`src/rtl/alu_ctrl_stage_pkg.sv`:
```
// alu_pkg: shared constants and types for the ID/EX ALU-control stage.
// ALU operation codes, ALUop encoding, funct7 classes and the M-op FSM states.
package alu_pkg;

    // E-stage ALU operation codes (4-bit core, zero-extended at the port)
    localparam logic [3:0] ALU_ADD  = 4'b0000;
    localparam logic [3:0] ALU_SUB  = 4'b0001;
    localparam logic [3:0] ALU_AND  = 4'b0010;
    localparam logic [3:0] ALU_OR   = 4'b0011;
    localparam logic [3:0] ALU_XOR  = 4'b0100;
    localparam logic [3:0] ALU_SLT  = 4'b0101;
    localparam logic [3:0] ALU_SLL  = 4'b0110;
    localparam logic [3:0] ALU_SRL  = 4'b0111;
    localparam logic [3:0] ALU_SRA  = 4'b1000;
    localparam logic [3:0] ALU_SLTU = 4'b1001;
    localparam logic [3:0] ALU_MD   = 4'b1111;

    // funct7 classes for R-type instructions
    localparam logic [6:0] FUNCT7_BASE   = 7'b0000000;
    localparam logic [6:0] FUNCT7_ALT    = 7'b0100000;
    localparam logic [6:0] FUNCT7_MULDIV = 7'b0000001;

    typedef enum logic [1:0] {
        ALUOP_ADD   = 2'b00,
        ALUOP_SUB   = 2'b01,
        ALUOP_FUNCT = 2'b10,
        ALUOP_ILL   = 2'b11
    } aluop_t;

    typedef enum logic {
        MD_IDLE = 1'b0,
        MD_BUSY = 1'b1
    } md_state_t;

    // Shared funct3 map for the I-type and base R-type groups; only the
    // shift-right slot depends on the arithmetic bit (funct7[5]).
    function automatic logic [3:0] f3_to_alu(input logic [2:0] f3, input logic arith);
        logic [3:0] code;
        case (f3)
            3'b000:  code = ALU_ADD;
            3'b001:  code = ALU_SLL;
            3'b010:  code = ALU_SLT;
            3'b011:  code = ALU_SLTU;
            3'b100:  code = ALU_XOR;
            3'b101:  code = arith ? ALU_SRA : ALU_SRL;
            3'b110:  code = ALU_OR;
            default: code = ALU_AND;
        endcase
        return code;
    endfunction

endpackage

```
`src/rtl/alu_ctrl_stage_if.sv`:
```
// alu_ctrl_stage_if: D-stage decode inputs, hazard controls and E-stage outputs.
// Handshake: there is no valid/ready pair; ValidD qualifies the D-side fields, and
// the E register advances only when StallE, FlushE and MdStallE are all low
// (FlushE overrides and inserts a bubble). ValidE qualifies every E-side output.
interface alu_ctrl_stage_if #(
    parameter int ALUCTRL_W = 4
);
    import alu_pkg::*;

    logic                 StallE;
    logic                 FlushE;
    logic                 ValidD;
    logic [1:0]           ALUopD;
    logic [2:0]           funct3D;
    logic [6:0]           funct7D;
    logic                 op5D;

    logic [ALUCTRL_W-1:0] ALUControlE;
    logic                 ValidE;
    logic                 IllegalE;
    logic                 MdOpE;
    logic [2:0]           MdFunctE;
    logic                 MdStallE;
    logic                 MdDoneE;
    md_state_t            md_state_dbg;   // M-op sequencer state, observation only

    modport master (
        output StallE, FlushE, ValidD, ALUopD, funct3D, funct7D, op5D,
        input  ALUControlE, ValidE, IllegalE, MdOpE, MdFunctE, MdStallE, MdDoneE,
        input  md_state_dbg
    );

    modport slave (
        input  StallE, FlushE, ValidD, ALUopD, funct3D, funct7D, op5D,
        output ALUControlE, ValidE, IllegalE, MdOpE, MdFunctE, MdStallE, MdDoneE,
        output md_state_dbg
    );

endinterface

```
`src/rtl/alu_ctrl_dec.sv`:
```
// alu_ctrl_dec: purely combinational ALU-control decode of a D-stage instruction.
// M-extension encodings decode only when RV32M_EN is defined; otherwise they are illegal.
module alu_ctrl_dec
    import alu_pkg::*;
(
    input  logic [1:0] aluop_i,
    input  logic [2:0] funct3_i,
    input  logic [6:0] funct7_i,
    input  logic       op5_i,
    output logic [3:0] alu_ctrl_o,
    output logic       illegal_o,
    output logic       md_op_o,
    output logic [2:0] md_funct_o
);

    // Decode ALUop/funct fields; illegal encodings fall back to add.
    always_comb begin
        alu_ctrl_o = ALU_ADD;
        illegal_o  = 1'b0;
        md_op_o    = 1'b0;
        md_funct_o = 3'b000;
        case (aluop_t'(aluop_i))
            ALUOP_ADD: alu_ctrl_o = ALU_ADD;
            ALUOP_SUB: alu_ctrl_o = ALU_SUB;
            ALUOP_FUNCT: begin
                if (!op5_i) begin
                    alu_ctrl_o = f3_to_alu(funct3_i, funct7_i[5]);
                end else if (funct7_i == FUNCT7_BASE) begin
                    alu_ctrl_o = f3_to_alu(funct3_i, 1'b0);
                end else if (funct7_i == FUNCT7_ALT) begin
                    if (funct3_i == 3'b000) begin
                        alu_ctrl_o = ALU_SUB;
                    end else if (funct3_i == 3'b101) begin
                        alu_ctrl_o = ALU_SRA;
                    end else begin
                        illegal_o = 1'b1;
                    end
`ifdef RV32M_EN
                end else if (funct7_i == FUNCT7_MULDIV) begin
                    alu_ctrl_o = ALU_MD;
                    md_op_o    = 1'b1;
                    md_funct_o = funct3_i;
`endif
                end else begin
                    illegal_o = 1'b1;
                end
            end
            default: illegal_o = 1'b1;
        endcase
    end

endmodule

```
`src/rtl/alu_ctrl_stage.sv`:
```
// alu_ctrl_stage: registered ALU-control decode at the ID/EX boundary, plus the
// multi-cycle M-op latency sequencer that requests pipeline stalls.
// Optional feature macro: RV32M_EN (M-extension decode, FSM and counter).
module alu_ctrl_stage
    import alu_pkg::*;
#(
    parameter int ALUCTRL_W = 4,
    parameter int MUL_LAT   = 2,
    parameter int DIV_LAT   = 34,
    parameter int CNT_W     = $clog2(((MUL_LAT > DIV_LAT) ? MUL_LAT : DIV_LAT) + 1)
) (
    input logic              clk,
    input logic              rst_n,
    alu_ctrl_stage_if.slave  bus
);

    logic [3:0] dec_alu;
    logic       dec_illegal;
    logic       dec_md;
    logic [2:0] dec_funct;

    logic       valid_q,   valid_d;
    logic       illegal_q, illegal_d;
    logic [3:0] alu_q,     alu_d;
    logic       md_op_q,   md_op_d;
    logic [2:0] funct_q,   funct_d;

    logic       md_stall;
    logic       md_done;
    logic       load;
    logic       start;

    alu_ctrl_dec u_dec (
        .aluop_i    (bus.ALUopD),
        .funct3_i   (bus.funct3D),
        .funct7_i   (bus.funct7D),
        .op5_i      (bus.op5D),
        .alu_ctrl_o (dec_alu),
        .illegal_o  (dec_illegal),
        .md_op_o    (dec_md),
        .md_funct_o (dec_funct)
    );

    // E register advances only when nothing holds it; flush is handled separately.
    assign load  = !bus.FlushE && !bus.StallE && !md_stall;
    assign start = load && bus.ValidD && dec_md;

    // Next-state of the E register: flush bubble, hold, or load the D decode.
    always_comb begin
        valid_d   = valid_q;
        illegal_d = illegal_q;
        alu_d     = alu_q;
        md_op_d   = md_op_q;
        funct_d   = funct_q;
        if (bus.FlushE || (load && !bus.ValidD)) begin
            valid_d   = 1'b0;
            illegal_d = 1'b0;
            alu_d     = ALU_ADD;
            md_op_d   = 1'b0;
            funct_d   = 3'b000;
        end else if (load) begin
            valid_d   = 1'b1;
            illegal_d = dec_illegal;
            alu_d     = dec_alu;
            md_op_d   = dec_md;
            funct_d   = dec_funct;
        end
    end

    // E register state with asynchronous clear.
    always_ff @(posedge clk or negedge rst_n) begin
        if (!rst_n) begin
            valid_q   <= 1'b0;
            illegal_q <= 1'b0;
            alu_q     <= ALU_ADD;
            md_op_q   <= 1'b0;
            funct_q   <= 3'b000;
        end else begin
            valid_q   <= valid_d;
            illegal_q <= illegal_d;
            alu_q     <= alu_d;
            md_op_q   <= md_op_d;
            funct_q   <= funct_d;
        end
    end

`ifdef RV32M_EN
    localparam logic [CNT_W-1:0] MUL_CNT = CNT_W'(MUL_LAT - 1);
    localparam logic [CNT_W-1:0] DIV_CNT = CNT_W'(DIV_LAT - 1);

    md_state_t        state_q, state_d;
    logic [CNT_W-1:0] cnt_q,   cnt_d;
    logic             done1_q, done1_d;   // done pulse for single-cycle M ops
    logic             start_lat1;

    assign start_lat1 = dec_funct[2] ? (DIV_LAT == 1) : (MUL_LAT == 1);

    // Stall while counting down; done on the last E cycle of the op.
    assign md_stall = (state_q == MD_BUSY) && (cnt_q != '0);
    assign md_done  = ((state_q == MD_BUSY) && (cnt_q == '0)) || done1_q;

    // Sequencer next-state: start on an M-op load, count down, abort on flush.
    always_comb begin
        state_d = state_q;
        cnt_d   = cnt_q;
        done1_d = 1'b0;
        if (bus.FlushE) begin
            state_d = MD_IDLE;
            cnt_d   = '0;
        end else if (start) begin
            if (start_lat1) begin
                state_d = MD_IDLE;
                cnt_d   = '0;
                done1_d = 1'b1;
            end else begin
                state_d = MD_BUSY;
                cnt_d   = dec_funct[2] ? DIV_CNT : MUL_CNT;
            end
        end else if (state_q == MD_BUSY) begin
            if (cnt_q == '0) begin
                state_d = MD_IDLE;
            end else begin
                cnt_d = cnt_q - 1'b1;
            end
        end
    end

    // Sequencer state with asynchronous clear; a reset mid-op drops it to IDLE.
    always_ff @(posedge clk or negedge rst_n) begin
        if (!rst_n) begin
            state_q <= MD_IDLE;
            cnt_q   <= '0;
            done1_q <= 1'b0;
        end else begin
            state_q <= state_d;
            cnt_q   <= cnt_d;
            done1_q <= done1_d;
        end
    end

    assign bus.md_state_dbg = state_q;
    assign bus.MdOpE        = md_op_q;
`else
    assign md_stall         = 1'b0;
    assign md_done          = 1'b0;
    assign bus.md_state_dbg = MD_IDLE;
    assign bus.MdOpE        = 1'b0;
    logic unused_md;
    assign unused_md = md_op_q ^ start;
`endif

    assign bus.ALUControlE = ALUCTRL_W'(alu_q);
    assign bus.ValidE      = valid_q;
    assign bus.IllegalE    = illegal_q;
    assign bus.MdFunctE    = funct_q;
    assign bus.MdStallE    = md_stall;
    assign bus.MdDoneE     = md_done;

endmodule
```
`src/flat_wrapper.sv`:
```
// flat-port wrapper written by rule: the top's interface ports become plain ports
module alu_ctrl_stage_flat import alu_pkg::*;
#(
    parameter int ALUCTRL_W = 4,
    parameter int MUL_LAT   = 2,
    parameter int DIV_LAT   = 34,
    parameter int CNT_W     = $clog2(((MUL_LAT > DIV_LAT) ? MUL_LAT : DIV_LAT) + 1)
)
  (clk, rst_n, bus_StallE, bus_FlushE, bus_ValidD, bus_ALUopD, bus_funct3D, bus_funct7D, bus_op5D, bus_ALUControlE, bus_ValidE, bus_IllegalE, bus_MdOpE, bus_MdFunctE, bus_MdStallE, bus_MdDoneE, bus_md_state_dbg);
  alu_ctrl_stage_if #(.ALUCTRL_W(ALUCTRL_W)) bus_i ();
  input logic clk;
  input logic rst_n;
  input wire logic [$bits(bus_i.StallE)-1:0] bus_StallE;
  input wire logic [$bits(bus_i.FlushE)-1:0] bus_FlushE;
  input wire logic [$bits(bus_i.ValidD)-1:0] bus_ValidD;
  input wire logic [$bits(bus_i.ALUopD)-1:0] bus_ALUopD;
  input wire logic [$bits(bus_i.funct3D)-1:0] bus_funct3D;
  input wire logic [$bits(bus_i.funct7D)-1:0] bus_funct7D;
  input wire logic [$bits(bus_i.op5D)-1:0] bus_op5D;
  output wire logic [$bits(bus_i.ALUControlE)-1:0] bus_ALUControlE;
  output wire logic [$bits(bus_i.ValidE)-1:0] bus_ValidE;
  output wire logic [$bits(bus_i.IllegalE)-1:0] bus_IllegalE;
  output wire logic [$bits(bus_i.MdOpE)-1:0] bus_MdOpE;
  output wire logic [$bits(bus_i.MdFunctE)-1:0] bus_MdFunctE;
  output wire logic [$bits(bus_i.MdStallE)-1:0] bus_MdStallE;
  output wire logic [$bits(bus_i.MdDoneE)-1:0] bus_MdDoneE;
  output wire logic [$bits(bus_i.md_state_dbg)-1:0] bus_md_state_dbg;
  assign bus_i.StallE = bus_StallE;
  assign bus_i.FlushE = bus_FlushE;
  assign bus_i.ValidD = bus_ValidD;
  assign bus_i.ALUopD = bus_ALUopD;
  assign bus_i.funct3D = bus_funct3D;
  assign bus_i.funct7D = bus_funct7D;
  assign bus_i.op5D = bus_op5D;
  assign bus_ALUControlE = bus_i.ALUControlE;
  assign bus_ValidE = bus_i.ValidE;
  assign bus_IllegalE = bus_i.IllegalE;
  assign bus_MdOpE = bus_i.MdOpE;
  assign bus_MdFunctE = bus_i.MdFunctE;
  assign bus_MdStallE = bus_i.MdStallE;
  assign bus_MdDoneE = bus_i.MdDoneE;
  assign bus_md_state_dbg = bus_i.md_state_dbg;
  alu_ctrl_stage #(.ALUCTRL_W(ALUCTRL_W), .MUL_LAT(MUL_LAT), .DIV_LAT(DIV_LAT), .CNT_W(CNT_W)) u_core (.clk(clk), .rst_n(rst_n), .bus(bus_i));
endmodule
```
`config.mk`:
```
export PLATFORM = sky130hd
export DESIGN_NAME = alu_ctrl_stage_flat
export DESIGN_NICKNAME = d
export VERILOG_FILES = /design/src/rtl/alu_ctrl_stage_pkg.sv /design/src/rtl/alu_ctrl_stage_if.sv /design/src/rtl/alu_ctrl_dec.sv /design/src/rtl/alu_ctrl_stage.sv /design/src/flat_wrapper.sv
export SDC_FILE = /design/constraint.sdc
export NUM_CORES = 1
export LEC_CHECK = 0
export BUFFER_PORTS_ARGS = -buffer_cell sky130_fd_sc_hd__buf_2
export CAP_MARGIN = 20
export CORE_UTILIZATION = 37
export DETAILED_ROUTE_END_ITERATION = 8
export PLACE_DENSITY = 0.79
export SLEW_MARGIN = 30
export SYNTH_ARGS = -nofsm -noshare
export SYNTH_HDL_FRONTEND = slang
export SYNTH_SLANG_ARGS = --single-unit
```
`constraint.sdc`:
```
create_clock -name clk -period 0.8 [get_ports clk]
set_clock_uncertainty 0.05 [all_clocks]
set_input_delay 0.16 -clock clk [delete_from_list [all_inputs] [get_ports clk]]
set_output_delay 0.16 -clock clk [all_outputs]
set_load 0.02 [all_outputs]
```
# --- Word-level counts from Yosys, hierarchy flattened ---
# Cells that the tools add are included.
word_totals:
  regBits: 9
  in_bits: 18
  out_inout_bits: 13
  elab_cells: 47
op_classes:
  eq_ne: 9
  mux: 23
  n_reduce_logical: 11
ops:
  columns: ["cell", "n"]
  rows:
  - ["4-bit one-hot mux with 7 select lines", 2]
  - ["4-bit two-way mux", 8]
  - ["3-bit equality test (second input constant)", 3]
  - ["1-bit two-way mux", 9]
  - ["4-bit one-hot mux with 2 select lines", 1]
  - ["7-bit by 6-bit equality test with 1-bit output (second input constant)", 1]
  - ["7-bit zero test", 1]
  - ["3-bit by 2-bit equality test with 1-bit output (second input constant)", 2]
  - ["3-bit two-way mux", 2]
  - ["3-bit by 1-bit equality test with 1-bit output (second input constant)", 1]
  - ["1-bit zero test", 3]
  - ["3-bit zero test", 1]
  - ["2-bit by 1-bit equality test with 1-bit output (second input constant)", 1]
  - ["2-bit equality test (second input constant)", 1]
  - ["1-bit logical AND", 2]
  - ["2-bit zero test", 1]
  - ["1-bit one-hot mux with 2 select lines", 1]
  - ["2-bit nonzero test", 1]
  - ["2-bit OR reduction", 1]
  - ["1-bit logical OR", 1]

# --- Depth between registers and ports, before layout ---
# Gate-level depths: netlist (run 1).
depth:
  ltp_word: 9
  mapped_depth: 6
  depth_no_buf: 6

# --- Hierarchy ---
# Synthesis (run 1) repeated with hierarchy kept, for this count alone.
unflattened:
  cells_unflattened: 80
  area_unflattened_um2: 769.5
by_module_without_submodules:
  columns: ["mod", "n_inst", "cells_per_inst", "area_each_um2", "seq_area_each_um2"]
  rows:
  - ["alu_ctrl_dec", 1, 52, 391.6, 0.0]
  - ["alu_ctrl_stage", 1, 28, 377.9, 225.2]

# --- Worst setup path before layout (run 1) ---
# No wires, ideal clock.
synth_timing:
  kind: "input to register"
  startpoint: "input bus_funct7D[1]"
  endpoint: "register u_core.illegal_q (netlist: u_core.bus.IllegalE)"
  setup_ns: 0.143
  arrival_time_ns: 1.175
  required_ns: 0.607
  path_slack_ns: -0.567
  stages: 3
  n_path_buf: 0
  cell_sequence: "or4_4 a2111oi_0 o22ai_1"
synth_via:
  elab_chain_len: 7
  elab_cells_between_ends: 8
  classes_between: "eq/ne (1); mux (6); reduce/logical (1)"
synth_lines:
  columns: ["item", "line", "text"]
  rows:
  - ["start: declaration", "flat_wrapper.sv:18", "input wire logic [$bits(bus_i.funct7D)-1:0] bus_funct7D;"]
  - ["7-bit by 6-bit equality test with 1-bit output", "alu_ctrl_dec.sv:30", "end else if (funct7_i == FUNCT7_ALT) begin"]
  - ["1-bit two-way mux", "alu_ctrl_dec.sv:30", null]
  - ["1-bit two-way mux (*)", "alu_ctrl_dec.sv:28", "end else if (funct7_i == FUNCT7_BASE) begin"]
  - ["1-bit two-way mux (*)", "alu_ctrl_dec.sv:26", "if (!op5_i) begin"]
  - ["1-bit one-hot mux with 2 select lines (*)", "alu_ctrl_dec.sv:22", "case (aluop_t'(aluop_i))"]
  - ["1-bit two-way mux (*)", "alu_ctrl_stage.sv:61", "end else if (load) begin"]
  - ["1-bit two-way mux (*)", "alu_ctrl_stage.sv:55", "if (bus.FlushE || (load && !bus.ValidD)) begin"]
  - ["end signal: assignment", "alu_ctrl_stage.sv:80", "illegal_q <= illegal_d;"]
  - ["end: declaration", "alu_ctrl_stage.sv:23", "logic illegal_q, illegal_d;"]
# Mark *: on every way between the ends. The rest lies on a longest branch, timed or not. The select of a mux whose other input is x is not followed.
# A chain may end at the register's enable or synchronous reset.

# --- Worst setup path after layout (run 1) ---
layout_timing:
  startpoint: "input bus_funct7D[1]"
  endpoint: "register u_core.alu_q[2] (netlist: u_core.bus.ALUControlE[2])"
layout_via:
  elab_chain_len: 7
  elab_cells_between_ends: 8
  classes_between: "eq/ne (1); mux (6); reduce/logical (1)"
layout_lines:
  columns: ["item", "line", "text"]
  rows:
  - ["7-bit by 6-bit equality test with 1-bit output", "alu_ctrl_dec.sv:30", null]
  - ["4-bit two-way mux", "alu_ctrl_dec.sv:30", null]
  - ["4-bit two-way mux (*)", "alu_ctrl_dec.sv:28", null]
  - ["4-bit two-way mux (*)", "alu_ctrl_dec.sv:26", null]
  - ["4-bit one-hot mux with 2 select lines (*)", "alu_ctrl_dec.sv:22", null]
  - ["4-bit two-way mux (*)", "alu_ctrl_stage.sv:61", null]
  - ["4-bit two-way mux (*)", "alu_ctrl_stage.sv:55", null]
  - ["end signal: assignment", "alu_ctrl_stage.sv:81", "alu_q <= alu_d;"]
  - ["end: declaration", "alu_ctrl_stage.sv:24", "logic [3:0] alu_q, alu_d;"]
# Marked as above.

==> metrics.md, run 1 <==
| Metric | Value |
|---|---|
| Status | complete, but fails checks |
| Failing checks | negative setup slack |
| Reported net switching power | 0.0002794 W |
| DP Cell Count | 112 |
| Vias per Instance | 4.933 |
| Post-synth top area cell | dfrtp_1 |
| Total number of vias | 592 |
| CTS tree | yes |
| R2R Setup Slk | -0.12 ns |
| Tcrit/Tclk final | 151.7% |
| Clock H-tree levels | 1 |
| Syn Inst Count | 60 |
| Synthesis-to-finish area growth | 74.63% |
| Synth unique cells | 31 |
| Layout Nets | 128 |
| YS warnings | 0 |
| Fillers | 107 |
| Setup violators final | 11 |
| Port bufs | 23 |
| Synth Register Bits | 6 |
| Startpoint Class | primary input |
| Starting density of the core | 39.42% |
| Setup WS post-layout | -0.4135 ns |
| Drt total wl | 1524 µm |
| Initial antenna violation count | 0 |
| # DRC | 0 |
| Fmax | 824.0 MHz |
| Most common cell after layout, fill and taps aside | buf_4 |
| Internal | 0.0006307 W |
| Worst setup startpoint | bus_funct7D[1] |
| Total grt overflow | 0 |
| Top-Level Pins | 31 |
| Slowest stage delay, CP | 0.57 ns |
| Routed length per instance | 12.70 µm |
| Final Wtd Congestion | 0.7675 |
| Fin Setup TNS | -3.048 ns |
| Vias in the first global route | 576 |
| WHS Path Cells | 3 |
| Non-Filler Instances | 120 |
| N_diodes | 0 |
| DIE HEIGHT | 39.24 µm |
| Pwr/cell area | 1016 mW/mm² |
| Final Hold Fails | 0 |
| Switching share of total power | 30.70% |
| Leakage power | 0.4574 nW |
| Comb power frac | 34.2% |
| Clk sink count | 6 |
| DP Worst Slack | -0.6948 ns |
| Async SR Flop Fraction | 100.0% |
| Syn_area_per_cell | 8.550 µm² |
| 1st-pass router iterations | 4 |
| Core ar. | 0.001301 mm² |
| Critical path type | primary input to flip-flop |
| Max clock buf depth | 2 |
| Clock share of power | 31.0% |
| FF/Latch Area | 150.1 µm² |
| Root Buffer | clkbuf_4 |
| Arrival @ worst endpoint | 1.33 ns |
| Worst-path clk slew | 0.05 ns |
| FF-to-FF path depth | 2 |
| Placed cell areas | 750.7 µm² |
| Sequential Power Share | 34.8% |
| Critical-path cell list | buf_6, or4_4, o41ai_4, nand2_1, o21ai_1 |
| End of the critical path | u_core.bus.ALUControlE[2]$_DFFE_PN0P_ |
| Crit. End Element | flip-flop |
| Max FO, Critical Path | 3 |
| Max-cap violations | 0 |
| Mapped cell area | 513.0 µm² |
| Post-synth EDFFs | 0 |
| First-pass GRT wire length | 2318 µm |
| Minimum clock period | 1.214 ns |
| DIE AREA | 0.001539 mm² |
| Hold Path Class | primary input to flip-flop |
| DR iter-0 viols | 9 |
| Most frequent cells in the layout | buf_4 (20), buf_2 (16), nand2_1 (7), conb_1 (7), buf_6 (7) |
| Half-perimeter wire length after placement | 1060 µm |
| Worst r2r src | u_core.bus.ALUControlE[1]$_DFFE_PN0P_ |
| Yosys top cell area share | 29.27% |
| Slew Viols, Final | 0 |
| Clock Latency Late Sink | 0.24 ns |
| Share of layout cells above drive strength 1 | 52.38% |
| Worst R2R End | u_core.bus.ALUControlE[1]$_DFFE_PN0P_ |
| Die W | 39.24 µm |
| Multi-input logic area | 374.1 µm² |
| Ys flop type | dfrtp_1 |
| Worst VDD drop | 0.8007 mV |
| CP max stage cell | or4_4 |
| DRT antenna net count | 0 |
| Site row count | 13 |
| All-Layer GR Usage | 23.62% |
| Design area | 895.9 µm² |
| Num CTS Buffers | 3 |
| RSZ-0062 raised after global routing | yes |
| Dominant cells by area after synthesis | dfrtp_1 (29%), buf_4 (10%), ha_1 (7.3%) |
| Utilization after layout | 68.85% |
| Required @ worst endpoint | 0.92 ns |
| Sequential element share of the synthesized area | 29.27% |
| Pin count of the biggest net entering global routing | 8 |
## state kept, by name, indices dropped and copies added, names as in the netlist
signal                  cells
u_core.bus.ALUControlE      4
u_core.bus.ValidE           1
u_core.bus.IllegalE         1
## logic make-up after synthesis
family | after synthesis | share of synthesized area (%)
buffers and inverters | 11 | 13.41
XOR/XNOR | 1 | 1.708
other | 1 | 0.7310
adder cells (fa/ha/maj) | 3 | 7.318
AO/OA/AOI/OAI | 18 | 25.37
AND/OR/NAND/NOR | 20 | 22.20
flip-flops | 6 | 29.27
## cell type report
class                   count  area share (%)
clock buffers               3           2.514
repair buffers             44           35.61
well taps                  15           2.095
flip-flops and latches      6           16.76
inverters                   3           1.257
multi-input cells          49           41.76
## power groups by stage
stage / sequential, W / combinational [W] / clock, W
after floorplan: 0.000328 / 0.000132 / 0
after global placement: 0.000319 / 0.000256 / 0
after detailed placement: 0.000319 / 0.000264 / 0
after CTS: 0.000316 / 0.000295 / 0.000284
after global routing: 0.000317 / 0.000339 / 0.000304
final: 0.000317 / 0.000311 / 0.000282
## Yosys cell counts, types with 2 or more instances
| cell | instances |
|---|---|
| a21oi_1 | 3 |
| nand2_1 | 8 |
| ha_1 | 3 |
| o22ai_1 | 2 |
| o21ai_0 | 3 |
| dfrtp_1 | 6 |
| buf_4 | 7 |
| inv_1 | 3 |
| nand3b_1 | 2 |
| o21ai_1 | 2 |
## worst max-delay path, delay by kind of cell
family | cells | cell delay [ns]
AO/OA/AOI/OAI | 2 | 0.40
AND/OR/NAND/NOR | 2 | 0.68
buffers and inverters | 1 | 0.09
## layer usage
layer / part of all wire [%] / global-route usage, % / vias to the layer above
li1: - / - / 295
met3: 4.5 / 4.624 / 4
met1: 38 / 24.21 / 264
met2: 56 / 43.33 / 29
met5: 0 / 0 / -
met4: 1.2 / 13.79 / 0
## what timing repair did
action | CTS | global route
hold buffers | 1 | 0
pin swaps | 0 | 1
resized for setup | 17 | 3
setup endpoints to repair | 11 | 11
buffers inserted | 3 | 1
endpoints found under the hold margin | 6 | 0
## through the flow
stage,power [W],hold WS [ns]
finish,0.0009100,0.1913
global route,0.0009592,0.2044
CTS,0.0008953,0.1602
detailed placement,0.0005834,-0.05738
global placement,0.0005751,-0.06386
floorplan,0.0004595,-0.1856
## how the worst min path moves through the flow
stage | start | to | slack (ns)
after CTS | bus_FlushE | u_core.bus.ValidE$_DFFE_PN0P_ | 0.16
after global routing | bus_FlushE | u_core.bus.ValidE$_DFFE_PN0P_ | 0.20
final | bus_FlushE | u_core.bus.ValidE$_DFFE_PN0P_ | 0.19
after detailed placement | rst_n | u_core.bus.ValidE$_DFFE_PN0P_ | -0.06
after floorplan | rst_n | u_core.bus.ALUControlE[0]$_DFFE_PN0P_ | -0.19
after global placement | rst_n | u_core.bus.ALUControlE[0]$_DFFE_PN0P_ | -0.06
Power figures use the tool's default switching activity.
==> run 2: changes to the inputs <==
- ABC_AREA: default -> 1
- CORE_UTILIZATION: 37 -> 39
- PLACE_DENSITY: 0.79 -> 0.8
- SKIP_CTS_REPAIR_TIMING: default -> 1
==> run 2 against run 1 <==
Against the previous run: the flow still finishes with violations (negative setup slack); core utilization up 11 points; critical path depth down 4; hold slack better by 0.020 ns; die area up 8.5%; power up 13%; synthesized area up 15%; register-to-register slack better by 0.10 ns; non-clock buffer count down 6; combinational power up 33%; largest cell class unchanged; highest routed layer unchanged.
==> metrics.md, run 2 <==
| Metric | Value |
|---|---|
| Clock H-tree levels | 1 |
| Clock Latency Late Sink | 0.26 ns |
| Hold Path Class | primary input to flip-flop |
| Status | complete, but fails checks |
| Utilization after layout | 80.17% |
| Crit. End Element | output pin |
| Post-synth top area cell | dfrtp_1 |
| Site row count | 13 |
| Share of layout cells above drive strength 1 | 53.73% |
| Async SR Flop Fraction | 100.0% |
| Mapped cell area | 589.3 µm² |
| Fillers | 83 |
| Drt total wl | 1947 µm |
| RSZ-0062 raised after global routing | yes |
| Worst VDD drop | 0.5989 mV |
| Post-synth EDFFs | 0 |
| Critical-path cell list | buf_6 |
| Max FO, Critical Path | 2 |
| Ys flop type | dfrtp_1 |
| Pwr/cell area | 952.6 mW/mm² |
| # DRC | 0 |
| Internal | 0.0006731 W |
| Synth Register Bits | 6 |
| Buf+Inv Stages, Crit Path | 1 |
| Sequential element share of the synthesized area | 25.48% |
| All-Layer GR Usage | 20.83% |
| Syn Inst Count | 94 |
| Final Hold Fails | 0 |
| Most frequent cells in the layout | nand2_1 (25), buf_4 (15), buf_2 (11) |
| Synthesis-to-finish area growth | 83.65% |
| DR iter-0 viols | 20 |
| Final Wtd Congestion | 0.8604 |
| Core ar. | 0.001350 mm² |
| DR WL met2 | 1047 µm |
| Worst-path clk slew | 0.05 ns |
| CTS tree | yes |
| 1st-pass router iterations | 4 |
| Comb power frac | 40.3% |
| Fin Setup TNS | -1.440 ns |
| Startpoint Class | flip-flop |
| Placed cell areas | 839.6 µm² |
| Routed length per instance | 13.07 µm |
| Max clock buf depth | 2 |
| Arrival @ worst endpoint | 0.81 ns |
| Met3 wire len | 70 µm |
| Max FFs per register | 4 |
| Fmax | 979.2 MHz |
| Slew Viols, Final | 0 |
| Delay-heaviest family, CP | flip-flops |
| Required @ worst endpoint | 0.59 ns |
| N_diodes | 0 |
| Setup WS post-layout | -0.2212 ns |
| Setup violators final | 11 |
| Clk sink count | 6 |
| Starting density of the core | 43.65% |
| Total number of vias | 744 |
| DRT antenna net count | 0 |
| Tot Pwr | 0.001031 W |
| Switching share of total power | 34.72% |
| CP max stage cell | dfrtp_1 |
| Yosys top cell area share | 25.48% |
| Initial antenna violation count | 0 |
| Port bufs | 23 |
| Clock share of power | 29.0% |
| Total grt overflow | 0 |
| Leakage power | 0.5757 nW |
| Reported net switching power | 0.0003579 W |
| Sequential Power Share | 30.7% |
| Num CTS Buffers | 3 |
| Vias in the first global route | 599 |
| Met1 WL | 774 µm |
| Critical path type | flip-flop to output pin |
| Most common cell after layout, fill and taps aside | nand2_1 |
| Count leader, synth | nand2_1 |
| First-pass GRT wire length | 2270 µm |
| DIE AREA | 0.001670 mm² |
| Vias per Instance | 4.993 |
| Tcrit/Tclk final | 127.7% |
| Syn_area_per_cell | 6.269 µm² |
| Top Metal Used | met4 |
| Die W | 40.87 µm |
| Most instantiated cells after synthesis | nand2_1 (30), inv_1 (15), nor2_1 (12) |
| Pin count of the biggest net entering global routing | 7 |
| Dominant cells by area after synthesis | dfrtp_1 (25%), nand2_1 (19%), inv_1 (9.6%) |
| Synth unique cells | 19 |
| Design area | 0.001082 mm² |
| DIE HEIGHT | 40.87 µm |
| Max-cap violations | 0 |
| Minimum clock period | 1.021 ns |
| Root Buffer | clkbuf_4 |
| Failing checks | negative setup slack |
| Top-Level Pins | 31 |
| YS warnings | 0 |
| Half-perimeter wire length after placement | 1191 µm |
| Slowest stage delay, CP | 0.41 ns |
| Layout Nets | 157 |
==> run 2: cell types whose count changed after synthesis, sizes merged, moves of 2 or more <==
cell | previous run | this run
inv | 3 | 15
nand2 | 8 | 32
nand3 | 1 | 6
o22ai | 2 | 0
nor2 | 1 | 13
o211ai | 0 | 2
o21ai | 5 | 3
==> run 2: power by group through the flow <==
| stage | Sequential, W | Combinational [W] | Clock, W |
|---|---|---|---|
| 6_report | 0.000317 | 0.000415 | 0.000299 |
| 5_1_grt | 0.000317 | 0.000455 | 0.000321 |
| 4_1_cts | 0.000315 | 0.000306 | 0.000307 |
| 3_5_place_dp | 0.000319 | 0.000306 | 0 |
| 3_3_place_gp | 0.000319 | 0.000296 | 0 |
| 2_1_floorplan | 0.000329 | 0.000184 | 0 |
==> run 2: final timing paths <==
kind,startpoint,to,slack [ns],cells after the start
max,u_core.bus.ALUControlE[0]$_DFFE_PN0P_,bus_ALUControlE[0],-0.22,1
min reg2reg,u_core.bus.ALUControlE[1]$_DFFE_PN0P_,u_core.bus.ALUControlE[1]$_DFFE_PN0P_,0.46,2
min in group asynchronous,rst_n,u_core.bus.ALUControlE[0]$_DFFE_PN0P_,0.23,2
max reg2reg,u_core.bus.ALUControlE[0]$_DFFE_PN0P_,u_core.bus.ALUControlE[0]$_DFFE_PN0P_,-0.02,3
min,bus_FlushE,u_core.bus.ALUControlE[1]$_DFFE_PN0P_,0.21,4
max in group asynchronous,rst_n,u_core.bus.ALUControlE[1]$_DFFE_PN0P_,0.33,2
==> run 2: metal layers <==
| layer | vias to the layer above | GRT usage (%) |
|---|---|---|
| li1 | 359 | - |
| met1 | 346 | 22.04 |
| met2 | 31 | 37.11 |
| met3 | 8 | 6.522 |
| met4 | 0 | 9.167 |
| met5 | - | 0 |
==> run 2: per-stage QoR <==
| step | cells | hold slack, ns | worst slack (ns) |
|---|---|---|---|
| 6_report | 149 | 0.2111 | -0.2212 |
| 5_1_grt | 149 | 0.2344 | -0.2286 |
| 4_1_cts | 142 | -0.3354 | -0.2158 |
| 3_5_place_dp | 139 | -0.05977 | -0.3396 |
| 3_3_place_gp | 139 | -0.06481 | -0.3095 |
| 2_1_floorplan | 100 | -0.1856 | -0.08212 |
==> run 2: cell type report <==
cell class / count / area [µm²] / area share [%]
Clock buffer: 3 / 22.52 / 2.081
Sequential cell: 6 / 150.1 / 13.87
Tap cell: 15 / 18.77 / 1.734
Inverter: 15 / 76.32 / 7.052
Multi-Input combinational cell: 72 / 483.0 / 44.62
Timing Repair Buffer: 38 / 331.6 / 30.64
==> run 2: cells by family (layout without fill, tap and decap cells) <==
kind of cell | Yosys count | in the layout | share of synthesized area, %
buffers and inverters | 22 | 56 | 18.47
other | 1 | 7 | 0.6363
AO/OA/AOI/OAI | 9 | 9 | 10.19
adder cells (fa/ha/maj) | 3 | 3 | 6.370
AND/OR/NAND/NOR | 53 | 53 | 38.85
flip-flops | 6 | 6 | 25.48
